===== src/rtl/tmds_decoder_align.sv =====
// One TMDS receive channel: finds the word boundary from control-token runs, then decodes 10b words.
// Define TMDS_DISPARITY_CHECK_EN to add the running-disparity monitor output disp_err.
module tmds_decoder_align #(
    parameter int lock_count     = 8,
    parameter int search_timeout = 1024,
    parameter int offset_bits    = 4
) (
    input  logic                   clk_pixel,
    input  logic                   rstn,
    input  logic [9:0]             tmds_raw,
    input  logic                   realign,
    output logic [7:0]             data,
    output logic [1:0]             cd,
    output logic                   de,
    output logic                   locked,
    output logic [offset_bits-1:0] offset
`ifdef TMDS_DISPARITY_CHECK_EN
    ,
    output logic                   disp_err
`endif
);
    localparam int RUN_W  = $clog2(lock_count + 1);
    localparam int IDLE_W = $clog2(search_timeout);

    typedef enum logic {SEARCH, LOCKED} state_t;
    typedef struct packed {
        logic       ctl;
        logic [1:0] cd;
        logic [7:0] data;
    } word_t;

    state_t                 state_q, state_d;
    logic [RUN_W-1:0]       run_q, run_d;
    logic [IDLE_W-1:0]      idle_q, idle_d;
    logic [offset_bits-1:0] offset_d, offset_inc;
    logic [9:0]             raw_q, raw_qq, aligned;
    logic [19:0]            cat;
    logic [4:0]             sel;
    logic [7:0]             d;
    logic                   adv;
    word_t                  dw;

    always_ff @(posedge clk_pixel or negedge rstn) begin
        if (!rstn) begin
            raw_q  <= '0;
            raw_qq <= '0;
        end else begin
            raw_q  <= tmds_raw;
            raw_qq <= raw_q;
        end
    end

    // Older word sits in the low half, so bit 0 of cat is the earliest bit on the wire.
    assign cat     = {raw_q, raw_qq};
    assign sel     = 5'(offset);
    assign aligned = cat[sel +: 10];
    assign d       = aligned[9] ? ~aligned[7:0] : aligned[7:0];

    always_comb begin
        dw = '0;
        case (aligned)
            10'h354: begin dw.ctl = 1'b1; dw.cd = 2'b00; end
            10'h0AB: begin dw.ctl = 1'b1; dw.cd = 2'b01; end
            10'h154: begin dw.ctl = 1'b1; dw.cd = 2'b10; end
            10'h2AB: begin dw.ctl = 1'b1; dw.cd = 2'b11; end
            default: begin
                dw.data[0] = d[0];
                for (int i = 1; i < 8; i++)
                    dw.data[i] = aligned[8] ? (d[i] ^ d[i-1]) : ~(d[i] ^ d[i-1]);
            end
        endcase
    end

    assign offset_inc = (offset == offset_bits'(9)) ? '0 : offset + offset_bits'(1);

    always_comb begin
        state_d  = state_q;
        run_d    = run_q;
        idle_d   = idle_q;
        offset_d = offset;
        adv      = 1'b0;
        if (realign) begin
            state_d = SEARCH;
            run_d   = '0;
            idle_d  = '0;
            adv     = 1'b1;
        end else begin
            case (state_q)
                SEARCH: begin
                    if (dw.ctl) begin
                        idle_d = '0;
                        if (run_q == RUN_W'(lock_count - 1)) begin
                            state_d = LOCKED;
                            run_d   = '0;
                        end else begin
                            run_d = run_q + RUN_W'(1);
                        end
                    end else begin
                        run_d = '0;
                        if (idle_q == IDLE_W'(search_timeout - 1)) begin
                            idle_d = '0;
                            adv    = 1'b1;
                        end else begin
                            idle_d = idle_q + IDLE_W'(1);
                        end
                    end
                end
                default: begin
                    if (dw.ctl) begin
                        idle_d = '0;
                    end else if (idle_q == IDLE_W'(search_timeout - 1)) begin
                        state_d = SEARCH;
                        idle_d  = '0;
                        run_d   = '0;
                        adv     = 1'b1;
                    end else begin
                        idle_d = idle_q + IDLE_W'(1);
                    end
                end
            endcase
        end
        if (adv) offset_d = offset_inc;
    end

    always_ff @(posedge clk_pixel or negedge rstn) begin
        if (!rstn) begin
            state_q <= SEARCH;
            run_q   <= '0;
            idle_q  <= '0;
            offset  <= '0;
        end else begin
            state_q <= state_d;
            run_q   <= run_d;
            idle_q  <= idle_d;
            offset  <= offset_d;
        end
    end

    assign locked = (state_q == LOCKED);

    // Gated by the registered state: decode starts the cycle after locked rises.
    always_ff @(posedge clk_pixel or negedge rstn) begin
        if (!rstn) begin
            data <= '0;
            cd   <= '0;
            de   <= 1'b0;
        end else if (state_q == LOCKED) begin
            de   <= ~dw.ctl;
            data <= dw.data;
            if (dw.ctl) cd <= dw.cd;
        end else begin
            data <= '0;
            cd   <= '0;
            de   <= 1'b0;
        end
    end

`ifdef TMDS_DISPARITY_CHECK_EN
    logic [3:0]        ones;
    logic signed [5:0] delta, disp_sum;
    logic signed [4:0] disp_q, disp_next;
    logic              mag_err;

    always_comb begin
        ones = '0;
        for (int i = 0; i < 10; i++) ones = ones + 4'(aligned[i]);
    end

    assign delta    = $signed({1'b0, ones, 1'b0}) - 6'sd10;
    assign disp_sum = $signed({disp_q[4], disp_q}) + delta;
    assign mag_err  = (disp_sum > 6'sd8) || (disp_sum < -6'sd8);

    // Saturate rather than wrap so a long unbalanced run keeps reporting.
    always_comb begin
        if (disp_sum > 6'sd15)       disp_next = 5'sd15;
        else if (disp_sum < -6'sd16) disp_next = 5'b10000;
        else                         disp_next = disp_sum[4:0];
    end

    always_ff @(posedge clk_pixel or negedge rstn) begin
        if (!rstn) begin
            disp_q   <= '0;
            disp_err <= 1'b0;
        end else begin
            disp_q   <= dw.ctl ? 5'sd0 : disp_next;
            disp_err <= (state_q == LOCKED) && !dw.ctl && mag_err;
        end
    end
`endif
endmodule

===== config.mk =====
export PLATFORM = sky130hd
export DESIGN_NAME = tmds_decoder_align
export DESIGN_NICKNAME = d
export VERILOG_FILES = /design/src/rtl/tmds_decoder_align.sv
export SDC_FILE = /design/constraint.sdc
export NUM_CORES = 1
export LEC_CHECK = 0
export BUFFER_PORTS_ARGS = -buffer_cell sky130_fd_sc_hd__clkbuf_2
export CORE_MARGIN = 5
export CORE_UTILIZATION = 28
export CTS_CLUSTER_DIAMETER = 80
export DETAILED_ROUTE_END_ITERATION = 10
export GPL_TIMING_DRIVEN = 0
export PLACE_DENSITY = 0.44
export SYNTH_ARGS = -nofsm -noshare
export SYNTH_HDL_FRONTEND = slang
export SYNTH_SLANG_ARGS = --single-unit

===== constraint.sdc =====
create_clock -name clk_pixel -period 7.05 [get_ports clk_pixel]
set_clock_uncertainty 0.05 [all_clocks]
set_input_delay 0.3525 -clock clk_pixel [delete_from_list [all_inputs] [get_ports clk_pixel]]
set_output_delay 0.3525 -clock clk_pixel [all_outputs]
set_load 0.03 [all_outputs]

; After elaboration in Yosys (flattened, before gate mapping)
; Index checks and enable logic that the tools add are counted.
[classes]
reduce_logical = 2
bitwise = 16
muxes = 33
addsub = 3
shift = 1
eq_ne = 10
[op_table]
columns = operator, count
row1 = 10-bit == test (second input constant), 3
row2 = 10-bit 2-to-1 mux, 3
row3 = 4-bit 2-to-1 mux, 7
row4 = 8-bit 2-to-1 mux, 3
row5 = 20-bit by 5-bit variable part select with 10-bit output, 1
row6 = 1-bit 2-to-1 mux, 17
row7 = 3-bit case mux with 4 select lines, 1
row8 = 10-bit by 1-bit adder with 10-bit output (second input constant), 1
row9 = 10-bit by 8-bit == test with 1-bit output (second input constant), 1
row10 = 10-bit by 9-bit == test with 1-bit output (second input constant), 1
row11 = 4-bit by 1-bit adder with 4-bit output (second input constant), 2
row12 = 1-bit NOT, 8
row13 = 8-bit NOT, 1
row14 = 1-bit XOR, 7
row15 = 4-bit by 3-bit == test with 1-bit output (second input constant), 1
row16 = 4-bit == test (second input constant), 1
row17 = 2-bit 2-to-1 mux, 2
row18 = 4-bit OR reduction, 1
row19 = 3-bit by 2-bit != test with 1-bit output (second input constant), 1
row20 = 3-bit != test (second input constant), 1
row21 = 2-bit by 1-bit != test with 1-bit output (second input constant), 1
row22 = 2-bit AND reduction, 1
[totals]
word_cells = 74
out_inout_bits = 16
ff_bits = 50

; Longest topological paths before layout
[depth]
ltp_word = 8
mapped_depth = 15

; Least setup slack after synthesis
; No wires, ideal clock.
[synth_path]
kind = register to register
startpoint = reg offset[0]
endpoint = reg run_q[2]
setup_ns = 0.126
setup_slack_ns = 3.648
t_required_ns = 6.874
path_stages_with_launch = 12
arrival_time_ns = 3.226
cell_sequence = dfrtp_1 buf_6 buf_12 mux4_1 mux4_2 ha_1 and4_1 nand4_1 nand3b_1 nor3b_2 nor2b_1 a221o_1
[synth_via]
elab_chain_len = 6
[synth_rtl]
columns = item, line
row1 = from (decl), 16  ; output logic [offset_bits-1:0] offset
row2 = from (signal assigned), 135  ; offset <= offset_d;
row3 = 20-bit by 5-bit variable part select with 10-bit output (*), 56  ; assign aligned = cat[sel +: 10];
row4 = "10-bit == test, or another cell as far along", 61  ; case (aligned)
row5 = 3-bit case mux with 4 select lines (*), 61
row6 = 4-bit 2-to-1 mux, 90  ; if (dw.ctl) begin
row7 = 4-bit 2-to-1 mux, 88  ; case (state_q)
row8 = 4-bit 2-to-1 mux, 82  ; if (realign) begin
row9 = to (signal assigned), 133  ; run_q <= run_d;
row10 = to (decl), 33  ; logic [RUN_W-1:0] run_q, run_d;
; Mark *: on every way between the ends. The rest lies on a longest branch, timed or not.
; A chain may end at the register's enable or synchronous reset.

; Final worst setup path
; Ends and elaborated chain as after synthesis.

==> impl_metrics.ini <==
[sta]
fmax_ghz = 0.283
fin_ws_ns = 3.51
finalSetupTns_ns = 0
worst_pin_slew_ns = 0.577
hold_viol = 0
relSlewSlack_pct = 61.5
final.min_clock_period_ns = 3.54
rsz0062_at_grt = no
setup_viol = 0
slew_violations = 0
timing.final.crit_share_pct = 50.2

[die]
die_area_mm2 = 0.0131
num_rows = 38
fp.dieH_um = 114
die_w_um = 114
start_util_pct = 28.4
boundaryPins = 29
core_area_mm2 = 0.0107

[finish]
final_core_util_pct = 32.9
syn_to_final_growth_pct = 15.8
diodes = 0
fin_nets = 311
final_layout_size_suffix_gt1_share_pct = 28.0
final_cells = 429

[critical_path]
r2r_slack_ns = 3.51
worstReg2RegStart = offset[0]
end_kind = flop
path_class = reg -> reg
reg2reg_to = run_q[2]
reg2reg_depth = 14
crit_path_max_fanout = 10
crit_required_ns = 7.20
startpoint_type = flop
crit_arrival_ns = 3.69

[route]
dr.pass1.iters = 4
drtAntennaViolNets = 0
num_vias = 1996
drt_iter0_drc = 117
drc = 0
wl_per_cell_um = 14.9
viasPerCell = 4.65
finalWirelength_um = 6400

[power]
p_total_mw = 1.48
power_density_mw_per_mm2 = 420
combPwrFrac_pct = 60.6
ir_drop_mv = 0.130
p_sw_mw = 0.591
p_leak_nw = 1.57
p_sw_share_pct = 39.9
p_clk_share_pct = 17.0
p_int_mw = 0.891
seqPwrFrac_pct = 22.5

[synthesis]
avgSynthCellArea_um2 = 12.1
yosysTopAreaCell = dfrtp_1
synth_top_family_by_area = multiplexers
yosysSeqAreaShare_pct = 41.1
synth_compound_area_share_pct = 7.68
synth_edf_count = 0
synth.net_count = 274
synth_top_area_share_pct = 41.1
synth_xor_area_share_pct = 6.03
syn-cell-area_mm2 = 0.00305
synth_async_sr_flop_share_pct = 100
synth_fa_ha_area_share_pct = 4.11
yosysUniqueCellTypes = 59
synth.area.mux_share_pct = 18.9
yosys_warnings = 0
ys_ff_latch = 50
syn_inst = 251
synth_ff_type = dfrtp_1
yosys.area_share.simple_pct = 15.6
synth_area_leaders = dfrtp_1 (41%), mux4_2 (11%), ha_1 (4.1%), xnor2_1 (3.7%), nor2_1 (3.1%)

[global_route]
grt_max_degree = 51
overflow = 0
antenna_found_initial = 0
grtUsageTotal_pct = 10.7
grt_pass1_vias = 2078
grt_pass1_wl_um = 11100

[run]
maxCapViolCount = 0

[placement]
dp.cells = 419
gp_congestion = 0.782
pre_cts_ws_ns = 3.51
port-buffer-count = 28
dp_hpwl_um = 4770

[clock_network]
htreeDepth = 2
cts_buffers = 5
clock_sinks = 50
clock-root-buffer = clkbuf_8
cts-resized-gates = 0
worstSkewPairLatency_ns = 0.31
cts_tree = done
post_cts_buffers = 0
cts_max_path_buffers = 2
path_clk_slew_ns = 0.10

[min_path]
holdPathStages = 1
hold_end = raw_q[3]
hold_class = in -> reg
hold_start = tmds_raw[3]

[status]
outcome = finished, final reports clean
cells in the mapped netlist (2+ instances only):
cell type / number
nand3_1: 10
a22o_1: 4
inv_1: 8
nand3b_1: 2
nor2b_2: 2
xor2_1: 8
dfrtp_1: 50
and4_1: 4
o21a_1: 2
mux2i_1: 8
nor3b_1: 3
mux4_2: 15
mux2_2: 2
a21oi_1: 5
ha_1: 10
mux2_1: 3
and3_1: 4
nor2b_1: 6
xnor2_1: 13
mux4_1: 3
buf_6: 6
nor2_1: 25
nand4_1: 3
inv_2: 4
nand2_1: 14
buf_12: 3
nor3_1: 2
cells in the final DEF, fill, tap and decap left out, types with 4 or more instances in the layout:
master,instances
xor2_1,8
clkbuf_8,6
and3_1,4
inv_2,4
dfrtp_1,50
mux2i_1,8
a21oi_1,5
and4_1,4
nand2_1,14
nand3_1,10
ha_1,10
a22o_1,4
inv_1,8
nor2_1,25
buf_12,4
nor2b_1,6
xnor2_1,13
clkbuf_2,27
buf_6,6
mux4_2,15
worst max-delay path: stages, from the launching register on:
cell and delay [ns]:
dfrtp_1 0.37, buf_6 0.14, buf_12 0.14, clkbuf_8 0.18, mux4_2 0.50, nor2_1 0.12
nor2_1 0.05, o21ai_1 0.26, inv_1 0.09, ha_1 0.20, and4_1 0.23, o211ai_1 0.14
nor3b_2 0.39, nor2b_1 0.18, a221o_1 0.37
metrics by stage:
stage | cell area [µm²] | hold slack, ns
after floorplan | 3050 | 0.00691
after global placement | 3360 | 0.396
after detailed placement | 3360 | 0.393
after CTS | 3500 | 0.0752
after global routing | 3530 | 0.0686
final | 3530 | 0.0862
repair_timing:
| item | 4_1_cts | 5_1_grt |
|---|---|---|
| setup endpoints to repair | 0 | 0 |
| hold endpoints to repair | 0 | 9 |
| hold buffers | 0 | 1 |
power groups by stage:
stage          Clock [mW]  Combinational [mW]  Sequential, mW
2_1_floorplan           0               0.725           0.355
3_3_place_gp            0               0.909           0.339
3_5_place_dp            0               0.902           0.340
4_1_cts             0.261               0.907           0.335
5_1_grt             0.269                1.00           0.338
6_report            0.252               0.898           0.333
how the worst max path moves through the flow:
stage / from / endpoint / cells after the start
final: offset[0] / run_q[2] / 14
after CTS: offset[0] / run_q[2] / 14
after floorplan: offset[0] / run_q[2] / 11
after global placement: offset[2] / run_q[2] / 12
after detailed placement: offset[0] / run_q[2] / 14
after global routing: offset[2] / run_q[2] / 11
kinds of logic (layout without fill, tap and decap cells):
family	Yosys count	after routing
XOR/XNOR	21	21
flip-flops	50	50
adder cells (fa/ha/maj)	10	10
multiplexers	32	32
buffers and inverters	25	63
AO/OA/AOI/OAI	27	27
AND/OR/NAND/NOR	86	86
layer usage:
metal	wire length (µm)	up-vias	track usage [%]
met5	0	-	0
met4	80	0	3.17
met3	242	5	1.74
met2	2840	36	16.3
met1	3240	972	15.5
li1	-	983	-
state kept, by name (all words and copies together) (netlist names):
register,flops
idle_q,10
raw_q,10
raw_qq,10
data,8
offset,4
run_q,4
cd,2
de,1
locked,1
final cells by class:
cell class	count	area (µm²)
inverters	13	51.3
plain buffers	12	153
fillers	1112	7210
clock buffers	5	68.8
clock inverters	3	68.8
repair buffers	30	170
multi-input cells	176	1590
well taps	140	175
flip-flops and latches	50	1250
Note: power is estimated with default switching activity, not from simulation.
